File: src/rtl/rv32_program_loader.sv
// rv32_program_loader: boot-time loader that encodes symbolic RV32I
// instructions (add, sub, and, or, addi, lw, sw, beq) and writes them into
// instruction memory from word 0. The CPU is held in reset until the
// program is resident.
//
// Optional feature macro: LOADER_PAD_EN. When it is defined, every slot
// after the last instruction is filled with NOP (0x00000013) before the
// pipeline is released.
//
// state | meaning
// LOAD  | accepting instructions, one per cycle
// PAD   | filling the remaining slots with NOP (LOADER_PAD_EN only)
// FIN   | last memory write completes; pipeline still held
// DONE  | program resident, pipeline released, inputs ignored
module rv32_program_loader #(
    parameter int IMEM_DEPTH = 64,
    localparam int AW = $clog2(IMEM_DEPTH)
) (
    input  logic          clock,
    input  logic          reset,
    input  logic          in_valid,
    output logic          in_ready,
    input  logic [2:0]    in_op,
    input  logic [4:0]    in_rd,
    input  logic [4:0]    in_rs1,
    input  logic [4:0]    in_rs2,
    input  logic [12:0]   in_imm,
    input  logic          in_last,
    output logic          imem_we,
    output logic [AW-1:0] imem_addr,
    output logic [31:0]   imem_wdata,
    output logic          cpu_hold,
    output logic          load_done,
    output logic          err,
    output logic [AW:0]   word_count
);

    localparam logic [31:0]   NOP       = 32'h0000_0013;
    localparam logic [AW-1:0] LAST_SLOT = AW'(IMEM_DEPTH - 1);

    typedef enum logic [1:0] {
        LOAD = 2'd0,
`ifdef LOADER_PAD_EN
        PAD  = 2'd1,
`endif
        FIN  = 2'd2,
        DONE = 2'd3
    } state_t;

    state_t        state, state_nxt;
    logic [AW-1:0] wr_ptr, wr_ptr_nxt;
    logic          ready_nxt, we_nxt, hold_nxt, done_nxt, err_nxt;
    logic [AW-1:0] addr_nxt;
    logic [31:0]   wdata_nxt;
    logic [AW:0]   count_nxt;

    logic [31:0]   enc_word;
    logic          enc_ok;
    logic          imm12_ok;
    logic          accept;

    assign accept   = in_valid && in_ready;
    // imm fits in 12 signed bits exactly when bit 12 merely sign-extends bit 11
    assign imm12_ok = (in_imm[12] == in_imm[11]);

    // Encode the presented instruction and flag an out-of-range immediate
    always_comb begin
        enc_word = NOP;
        enc_ok   = 1'b1;
        case (in_op)
            3'd0: enc_word = {7'b0000000, in_rs2, in_rs1, 3'b000, in_rd, 7'b0110011};
            3'd1: enc_word = {7'b0100000, in_rs2, in_rs1, 3'b000, in_rd, 7'b0110011};
            3'd2: enc_word = {7'b0000000, in_rs2, in_rs1, 3'b111, in_rd, 7'b0110011};
            3'd3: enc_word = {7'b0000000, in_rs2, in_rs1, 3'b110, in_rd, 7'b0110011};
            3'd4: begin
                enc_word = {in_imm[11:0], in_rs1, 3'b000, in_rd, 7'b0010011};
                enc_ok   = imm12_ok;
            end
            3'd5: begin
                enc_word = {in_imm[11:0], in_rs1, 3'b010, in_rd, 7'b0000011};
                enc_ok   = imm12_ok;
            end
            3'd6: begin
                enc_word = {in_imm[11:5], in_rs2, in_rs1, 3'b010, in_imm[4:0], 7'b0100011};
                enc_ok   = imm12_ok;
            end
            default: begin
                enc_word = {in_imm[12], in_imm[10:5], in_rs2, in_rs1, 3'b000,
                            in_imm[4:1], in_imm[11], 7'b1100011};
                // every even 13-bit value lies in [-4096, 4094]
                enc_ok   = ~in_imm[0];
            end
        endcase
    end

    // Next-state and next-output logic; outputs are registered from these
    always_comb begin
        state_nxt  = state;
        wr_ptr_nxt = wr_ptr;
        we_nxt     = 1'b0;
        addr_nxt   = imem_addr;
        wdata_nxt  = imem_wdata;
        err_nxt    = err;
        count_nxt  = word_count;
        case (state)
            LOAD: begin
                if (accept) begin
                    we_nxt     = 1'b1;
                    addr_nxt   = wr_ptr;
                    wdata_nxt  = enc_ok ? enc_word : NOP;
                    err_nxt    = err | ~enc_ok;
                    wr_ptr_nxt = wr_ptr + AW'(1);
                    count_nxt  = word_count + (AW+1)'(1);
                    if (wr_ptr == LAST_SLOT) begin
                        // memory full: a missing in_last is an overflow
                        if (!in_last) err_nxt = 1'b1;
                        state_nxt = FIN;
                    end else if (in_last) begin
`ifdef LOADER_PAD_EN
                        state_nxt = PAD;
`else
                        state_nxt = FIN;
`endif
                    end
                end
            end
`ifdef LOADER_PAD_EN
            PAD: begin
                we_nxt     = 1'b1;
                addr_nxt   = wr_ptr;
                wdata_nxt  = NOP;
                wr_ptr_nxt = wr_ptr + AW'(1);
                if (wr_ptr == LAST_SLOT) state_nxt = FIN;
            end
`endif
            FIN:     state_nxt = DONE;
            DONE:    state_nxt = DONE;
            default: state_nxt = LOAD;
        endcase
        ready_nxt = (state_nxt == LOAD);
        hold_nxt  = (state_nxt != DONE);
        done_nxt  = (state_nxt == DONE);
    end

    // State, write pointer and all outputs, with synchronous active-low reset
    always_ff @(posedge clock) begin
        if (!reset) begin
            state      <= LOAD;
            wr_ptr     <= '0;
            in_ready   <= 1'b0;
            imem_we    <= 1'b0;
            imem_addr  <= '0;
            imem_wdata <= '0;
            cpu_hold   <= 1'b1;
            load_done  <= 1'b0;
            err        <= 1'b0;
            word_count <= '0;
        end else begin
            state      <= state_nxt;
            wr_ptr     <= wr_ptr_nxt;
            in_ready   <= ready_nxt;
            imem_we    <= we_nxt;
            imem_addr  <= addr_nxt;
            imem_wdata <= wdata_nxt;
            cpu_hold   <= hold_nxt;
            load_done  <= done_nxt;
            err        <= err_nxt;
            word_count <= count_nxt;
        end
    end

endmodule

File: config.mk
export PLATFORM = sky130hd
export DESIGN_NAME = rv32_program_loader
export DESIGN_NICKNAME = d
export VERILOG_FILES = /design/src/rtl/rv32_program_loader.sv
export SDC_FILE = /design/constraint.sdc
export NUM_CORES = 1
export LEC_CHECK = 0
export BUFFER_PORTS_ARGS = -buffer_cell sky130_fd_sc_hd__buf_2
export CORE_UTILIZATION = 35
export CTS_CLUSTER_SIZE = 28
export DETAILED_ROUTE_END_ITERATION = 10
export SLEW_MARGIN = 20
export SYNTH_ARGS = -nofsm -noshare
export SYNTH_HDL_FRONTEND = slang
export SYNTH_SLANG_ARGS = --single-unit
File: constraint.sdc
create_clock -name clock -period 1.9 [get_ports clock]
set_input_delay 0.57 -clock clock [delete_from_list [all_inputs] [get_ports clock]]
set_output_delay 0.57 -clock clock [all_outputs]
set_load 0.05 [all_outputs]
Yosys cells after proc, flatten, opt, wreduce, memory -nomap -nowiden
Cells that the tools add are included.
{"block": "classes", "n_addsub": 2, "n_eq_ne": 12, "muxes": 10, "n_bitwise": 3, "reduce_logical": 9}
{"operator": "$pmux 32 s7", "count": 1}
{"operator": "$mux 32", "count": 1}
{"operator": "$eq 3x3->1 const B", "count": 3}
{"operator": "$add 7x1->7 const B", "count": 1}
{"operator": "$add 6x1->6 const B", "count": 1}
{"operator": "$eq 2x2->1 const B", "count": 3}
{"operator": "$eq 3x2->1 const B", "count": 2}
{"operator": "$eq 6x6->1 const B", "count": 1}
{"operator": "$mux 2", "count": 3}
{"operator": "$logic_not 2->1", "count": 2}
{"operator": "$pmux 2 s2", "count": 1}
{"operator": "$reduce_and 2->1", "count": 2}
{"operator": "$reduce_or 4->1", "count": 1}
{"operator": "$eq 3x1->1 const B", "count": 1}
{"operator": "$logic_not 3->1", "count": 1}
{"operator": "$mux 1", "count": 3}
{"operator": "$reduce_or 3->1", "count": 1}
{"operator": "$ne 2x2->1 const B", "count": 1}
{"operator": "$not 1->1", "count": 2}
{"operator": "$pmux 1 s2", "count": 1}
{"operator": "$reduce_or 2->1", "count": 1}
{"operator": "$eq 1x1->1", "count": 1}
{"operator": "$logic_and 1x1->1", "count": 1}
{"operator": "$or 1x1->1", "count": 1}
{"block": "totals", "regBits": 58, "inputBits": 35, "out_inout_bits": 50, "elab_cells": 46}

Longest topological paths before layout
Gate-level depths: netlist of the first run.
{"block": "logic_depth", "depth_word": 7, "ltp_mapped": 6, "ltp_nobuf": 5}

Worst setup path after synthesis of the first run
OpenSTA, ideal clock, no wires.
{"block": "synth_timing", "path_kind": "reg2reg", "startpoint": "register word_count[0]", "endpoint": "register word_count[6]", "arrival_ns": 1.505, "required_ns": 1.785, "slack_ns": 0.280, "path_stages_with_launch": 6, "n_path_buf": 0, "cell_sequence": "dfxtp_1 ha_1 and3_1 nand4_1 xnor2_1 and2_1"}
{"block": "synth_via", "elab_chain_cells": 1}
{"element": "from (decl)", "line": "35", "source": "output logic [AW:0] word_count"}
{"element": "from (signal assigned)", "line": "168", "source": "word_count <= count_nxt;"}
{"element": "$add 7x1->7", "line": "113", "source": "count_nxt = word_count + (AW+1)'(1);"}
Every way passes these cells.
A chain may end at the register's enable or synchronous reset.

Worst setup path after layout of the first run
{"block": "layout_timing", "startpoint": "register word_count[0]", "endpoint": "output word_count[0]"}
No word-level cell between the ends.

==> results.sh, run 1 <==
export IMPL_status="finished with violations"
export IMPL_violations="DRC"
export IMPL_area_growth_pct=23.53
export IMPL_routed_wl_mm=5.593
export IMPL_worstReg2RegEnd="wr_ptr[0]"
export IMPL_cp_top_family="flip-flops"
export IMPL_h_tree_depth=2
export IMPL_drv_slew=0
export IMPL_grt_max_degree=48
export IMPL_ys_ff_latch=55
export IMPL_worst_path_stages=1
export IMPL_r2r_slack_ps=450
export IMPL_crit_path_end_kind="output pin"
export IMPL_die_area_um2=7188
export IMPL_tns_ps=0
export IMPL_fin_crit_sh=0.8413
export IMPL_synth_edff_count=0
export IMPL_drtIter0Drc=126
export IMPL_start_util=0.3693
export IMPL_hold_buffers=0
export IMPL_drc_errors=5
export IMPL_p_total_mw=2.323
export IMPL_slowest_stage="dfxtp_1"
export IMPL_core_um2=6495
export IMPL_syn_area_um2=2399
export IMPL_setup_viol=0
export IMPL_grt_pass1_vias=1867
export IMPL_synthCells=264
export IMPL_worstSetupStartpoint="word_count[0]"
export IMPL_globalplace_congestion=0.7514
export IMPL_die_x_um=84.78
export IMPL_fin_crit_ps=1598
export IMPL_synth_seq_area_share=0.4591
export IMPL_cts_buffers=5
export IMPL_portBuffers=82
export IMPL_min_path_type="reg2reg"
export IMPL_arrival_ps=1030
export IMPL_start_kind="flip-flop"
export IMPL_max_freq_mhz=625.6
export IMPL_drive_above_1_share=0.3324
export IMPL_cp_max_fo=5
export IMPL_crit_chain="buf_2"
export IMPL_clockBufferDepth=2
export IMPL_critPathRequiredTime_ps=1330
export IMPL_ant_nets=0
export IMPL_cts_tree="built"
export IMPL_worstSkewPairLatency_ps=310
export IMPL_rows=29
export IMPL_synth_area_per_cell_um2=9.085
export IMPL_cts_resized=0
export IMPL_cp_num_buf_inv=1
export IMPL_num_vias=2075
export IMPL_r2r_start="state[1]"
export IMPL_async_flop_share=0
export IMPL_grt_pass1_wl_mm=8.963
export IMPL_rsz0062_at_grt="no"
export IMPL_viasPerCell=4.976
export IMPL_fin_skew_ps=8.496
export IMPL_first_pass_iters=9
export IMPL_clock_sinks=55
export IMPL_fin_cells=417
export IMPL_ys_flop_type="dfxtp_1"
export IMPL_hpwl_mm=3.933
export IMPL_routedWlPerCell_um=13.41
export IMPL_antenna_found_initial=0
export IMPL_synth_warnings=0
export IMPL_crit_end="word_count[0]"
export IMPL_critPathMaxStageDelay_ps=420
export IMPL_fin_nets=376
export IMPL_grt_use_total=0.1579
export IMPL_antenna_cells=0
export IMPL_ir_drop_mv=0.4673
export IMPL_die_y_um=84.78
export IMPL_clkSlewWorstSetupHoldPaths_ps=100
export IMPL_synth_cell_type_count=40
export IMPL_postCtsSetupRepairBufs=0
export IMPL_dp_cells=409
export IMPL_path_class="reg2out"
export IMPL_gr_total_overflow=0
export IMPL_io_pins=85
export IMPL_fin_util=0.4562
export IMPL_leakage_nw=1.279
export IMPL_powerDensity_nw_per_um2=784.1
export IMPL_hold_violations=0
export IMPL_root_buffer="clkbuf_8"
export IMPL_maxCapViolations=0
export IMPL_r2r_worst_path_cells=4
layout make-up:
cell class	instances	area (um2)
well taps	77	96.34
multi-input cells	185	1170
repair buffers	90	495.5
clock buffers	5	68.82
inverters	2	7.507
clock inverters	3	23.77
fillers	662	3532
flip-flops and latches	55	1101
registers in the layout (all words and copies together), names as in the netlist:
| name | flops |
|---|---|
| state | 2 |
| imem_wdata | 29 |
| word_count | 7 |
| cpu_hold | 1 |
| err | 1 |
| wr_ptr | 6 |
| imem_we | 1 |
| in_ready | 1 |
| load_done | 1 |
| imem_addr | 6 |
synthesized netlist by cell type, types with 4 or more instances:
cell type | number | area share
nand2_1 | 41 | 0.064
and2_1 | 15 | 0.039
and3_1 | 4 | 0.010
buf_2 | 10 | 0.021
a21boi_0 | 15 | 0.047
a21oi_1 | 5 | 0.010
buf_4 | 4 | 0.013
dfxtp_1 | 55 | 0.46
nand4_1 | 6 | 0.016
clkbuf_1 | 6 | 0.0094
nand3_1 | 27 | 0.056
o21ai_0 | 11 | 0.023
xnor2_1 | 11 | 0.040
a21boi_1 | 11 | 0.034
nor2b_1 | 5 | 0.013
mux2_2 | 8 | 0.038
logic make-up (layout without fill, tap and decap cells):
| family | after synthesis | in the layout | share of synthesized area |
|---|---|---|---|
| and+or+nand+nor | 109 | 109 | 0.2342 |
| muxes | 10 | 10 | 0.04643 |
| xor gates and xnor gates | 12 | 12 | 0.04382 |
| other | 1 | 2 | 0.001563 |
| buffers and inverters | 25 | 100 | 0.05686 |
| AOI/OAI and AO/OA | 50 | 50 | 0.1476 |
| DFF | 55 | 55 | 0.4591 |
| adders and majority gates | 2 | 2 | 0.01043 |
per-layer routing:
| layer | vias up | global-route usage | share of wire |
|---|---|---|---|
| met3 | 4 | 0.03638 | 0.049 |
| li1 | 1047 | - | - |
| met5 | - | 0 | 0 |
| met1 | 969 | 0.2029 | 0.45 |
| met4 | 0 | 0.05085 | 0.0077 |
| met2 | 55 | 0.2624 | 0.49 |
worst min path at each step:
stage	to	cells past startpoint	slack (ps)	from
2_1_floorplan	imem_addr[5]	2	460	wr_ptr[5]
3_3_place_gp	imem_wdata[22]	2	440	imem_wdata[22]
3_5_place_dp	imem_wdata[22]	2	440	imem_wdata[22]
4_1_cts	imem_wdata[22]	2	460	imem_wdata[22]
5_1_grt	imem_wdata[22]	2	480	imem_wdata[22]
6_report	imem_wdata[22]	2	450	imem_wdata[22]
report_power, final:
part	switching (mW)	internal [mW]	total [mW]	leakage (nW)
clock network	0.405	0.267	0.672	0.0461
logic	0.293	0.140	0.433	0.787
registers	0.0248	1.19	1.22	0.446
per-stage QoR:
stage / hold WS [ps] / area (um2) / setup WS, ps
floorplan: 462.2 / 2402 / 279.9
global placement: 435.4 / 2870 / 198.0
detailed placement: 442.3 / 2870 / 108.4
CTS: 456.5 / 2963 / 274.1
global route: 479.1 / 2963 / 235.4
finish: 452.7 / 2963 / 301.6
cell usage in the layout (no fill, tap or decap), types with 2 or more instances in the layout:
| cell type | n |
|---|---|
| inv_1 | 2 |
| nand3_1 | 27 |
| nor2_1 | 2 |
| a21boi_0 | 15 |
| nand3b_1 | 2 |
| nand2_1 | 41 |
| dfxtp_1 | 55 |
| xnor2_1 | 11 |
| ha_1 | 2 |
| and3_1 | 4 |
| conb_1 | 2 |
| o21ai_0 | 11 |
| a21boi_1 | 11 |
| clkbuf_8 | 5 |
| buf_12 | 2 |
| mux2_2 | 8 |
| buf_4 | 6 |
| nor4b_1 | 2 |
| nor2b_1 | 5 |
| and2_1 | 15 |
| nand4_1 | 6 |
| buf_2 | 82 |
| a21oi_1 | 5 |
(Power assumes the default switching activity.)
==> run 2, diff against run 1 <==
==> constraint.sdc (replaced) <==
create_clock -name clock -period 1.4 [get_ports clock]
set_input_delay 0.42 -clock clock [delete_from_list [all_inputs] [get_ports clock]]
set_output_delay 0.42 -clock clock [all_outputs]
set_load 0.05 [all_outputs]
==> run 2 against run 1 <==
  * Setup slack worse by 270 ps
  * The run still ends with DRC left
  * Combinational power rose by 54%
  * Hold slack lost 95 ps
  * First-iteration DRC count shrank 25%
  * Critical path depth is 4 higher
  * Sequential share of layout area down 2.7 points
  * Clock power grew 59%
  * Final cell count up 4.6%
  * Utilization up 4.1 points
  * Total power is 46% higher
==> results.sh, run 2 (synthesized netlist as in run 1, its figures left out) <==
export IMPL_layout_common_cells="buf_2, dfxtp_1, nand2_1, nand3_1, buf_4"
export IMPL_dp_cells=428
export IMPL_cts_buffers=5
export IMPL_fin_crit_ps=1371
export IMPL_crit_end="wr_ptr[4]"
export IMPL_grt_use_total=0.1664
export IMPL_grt_max_degree=25
export IMPL_crit_path_end_kind="flip-flop"
export IMPL_max_freq_mhz=729.4
export IMPL_h_tree_depth=2
export IMPL_p_int_mw=2.417
export IMPL_clock_sinks=55
export IMPL_gr_total_overflow=0
export IMPL_drc_errors=6
export IMPL_grt_pass1_wl_mm=9.453
export IMPL_cp_top_family="simple AND/OR/NAND/NOR gates"
export IMPL_p_sw_frac=0.2883
export IMPL_largest_reg_flops=29
export IMPL_fin_nets=395
export IMPL_first_pass_iters=7
export IMPL_ant_nets=0
export IMPL_seqPwrFrac=0.487
export IMPL_portBuffers=82
export IMPL_fin_cells=436
export IMPL_rows=29
export IMPL_antenna_cells=0
export IMPL_leakage_nw=1.394
export IMPL_critPathMaxStageDelay_ps=360
export IMPL_routed_wl_mm=5.563
export IMPL_grt_pass1_vias=1984
export IMPL_worstReg2RegEnd="wr_ptr[4]"
export IMPL_area_growth_pct=34.59
export IMPL_io_pins=85
export IMPL_root_buffer="clkbuf_8"
export IMPL_slowest_stage="dfxtp_2"
export IMPL_rsz0062_at_grt="yes"
export IMPL_viasPerCell=4.821
export IMPL_r2r_slack_ps=30
export IMPL_hold_violations=0
export IMPL_worst_path_stages=5
export IMPL_antenna_found_initial=0
export IMPL_worstSetupStartpoint="state[1]"
export IMPL_num_vias=2102
export IMPL_power_frac_comb=0.196
export IMPL_globalplace_congestion=0.7671
export IMPL_core_um2=6495
export IMPL_cp_max_fo=18
export IMPL_postCtsSetupRepairBufs=0
export IMPL_critPathRequiredTime_ps=1600
export IMPL_violations="DRC"
export IMPL_cp_num_buf_inv=1
export IMPL_top_regs="imem_wdata: 29 flops, word_count: 7 flops"
export IMPL_drv_slew=0
export IMPL_fin_skew_ps=14.49
export IMPL_drtIter0Drc=95
export IMPL_ir_drop_mv=0.5056
export IMPL_maxCapViolations=0
export IMPL_start_kind="flip-flop"
export IMPL_die_y_um=84.78
export IMPL_r2r_start="state[1]"
export IMPL_r2r_worst_path_cells=5
export IMPL_pwr_share_clk=0.316
export IMPL_hpwl_mm=4.187
export IMPL_setup_viol=0
export IMPL_clockBufferDepth=2
export IMPL_start_util=0.3693
export IMPL_mostFrequentLayoutCell="buf_2"
export IMPL_routedWlPerCell_um=12.76
export IMPL_p_total_mw=3.397
export IMPL_drive_above_1_share=0.3928
export IMPL_path_class="reg2reg"
export IMPL_clkSlewWorstSetupHoldPaths_ps=110
export IMPL_top_register="imem_wdata"
export IMPL_power_switching_uw=979.3
export IMPL_fin_crit_sh=0.9792
export IMPL_die_x_um=84.78
export IMPL_min_path_type="in2reg"
export IMPL_die_area_um2=7188
export IMPL_hp_start="in_rs1[3]"
export IMPL_crit_chain="and4bb_2 > buf_12 > nand4_1 > xnor2_1 > and2_1"
export IMPL_arrival_ps=1570
export IMPL_worstSkewPairLatency_ps=310
export IMPL_powerDensity_nw_per_um2=1052
export IMPL_cts_tree="built"
export IMPL_status="finished with violations"
==> run 2: cell count changes in the layout (fill, tap and decap cells not counted), sizes merged <==
| cell | before | now |
|---|---|---|
| buf | 90 | 101 |
| bufinv | 0 | 1 |
| clkbuf | 5 | 13 |
| clkinv | 1 | 0 |
==> run 2: per-layer routing <==
layer  share of wire  up-vias  track usage
li1                -     1087            -
met1            0.46      963       0.2107
met2            0.49       50       0.2853
met3           0.041        2      0.03441
met4          0.0061        0      0.05085
met5               0        -            0
==> run 2: layout make-up <==
cell class                      instances  area, um2
Inverter                                2      7.507
Fill cell                             641       3267
Sequential cell                        55       1112
Clock inverter                          3      46.29
Timing Repair Buffer                  109      705.7
Clock buffer                            5      68.82
Multi-Input combinational cell        185       1191
Tap cell                               77      96.34
==> run 2: per-stage QoR <==
stage / hold slack, ps / utilization / setup WS, ps / cell area [um2] / TNS [ps]
6_report: 358.0 / 0.4970 / 29.09 / 3228 / 0
5_1_grt: 357.8 / 0.4970 / -11.07 / 3228 / -17.37
4_1_cts: 348.8 / 0.4883 / -2.656 / 3172 / -4.511
3_5_place_dp: 439.5 / 0.4691 / -115.5 / 3047 / -2093
3_3_place_gp: 434.6 / 0.4691 / -65.58 / 3047 / -1265
2_1_floorplan: 462.2 / - / -10.34 / 2411 / -10.34
==> run 2: power groups by stage <==
stage               registers [mW]  clock network [mW]  logic (mW)
floorplan                     1.86                   0       0.262
global placement              1.69                   0       0.649
detailed placement            1.69                   0       0.655
CTS                           1.65                1.13       0.659
global route                  1.66                1.19       0.721
finish                        1.66                1.07       0.667
==> run 2: worst min-delay path: stages <==
cell and delay (ps):
buf_2 100, nand3_1 60, a21boi_1 60
==> run 2: what timing repair did <==
| action | in CTS | in global routing |
|---|---|---|
| resized for setup | 4 | 20 |
| hold buffers | 0 | 0 |
| endpoints found under the setup margin | 6 | 31 |
| hold endpoints to repair | 0 | 0 |
==> run 2: worst min path at each step <==
stage	end	depth (start not counted)	slack [ps]
after CTS	imem_wdata[19]	3	350
final	imem_wdata[18]	3	360
after floorplan	imem_addr[5]	2	460
after global routing	imem_wdata[28]	3	360
after global placement	imem_wdata[22]	2	430
after detailed placement	imem_wdata[22]	2	440
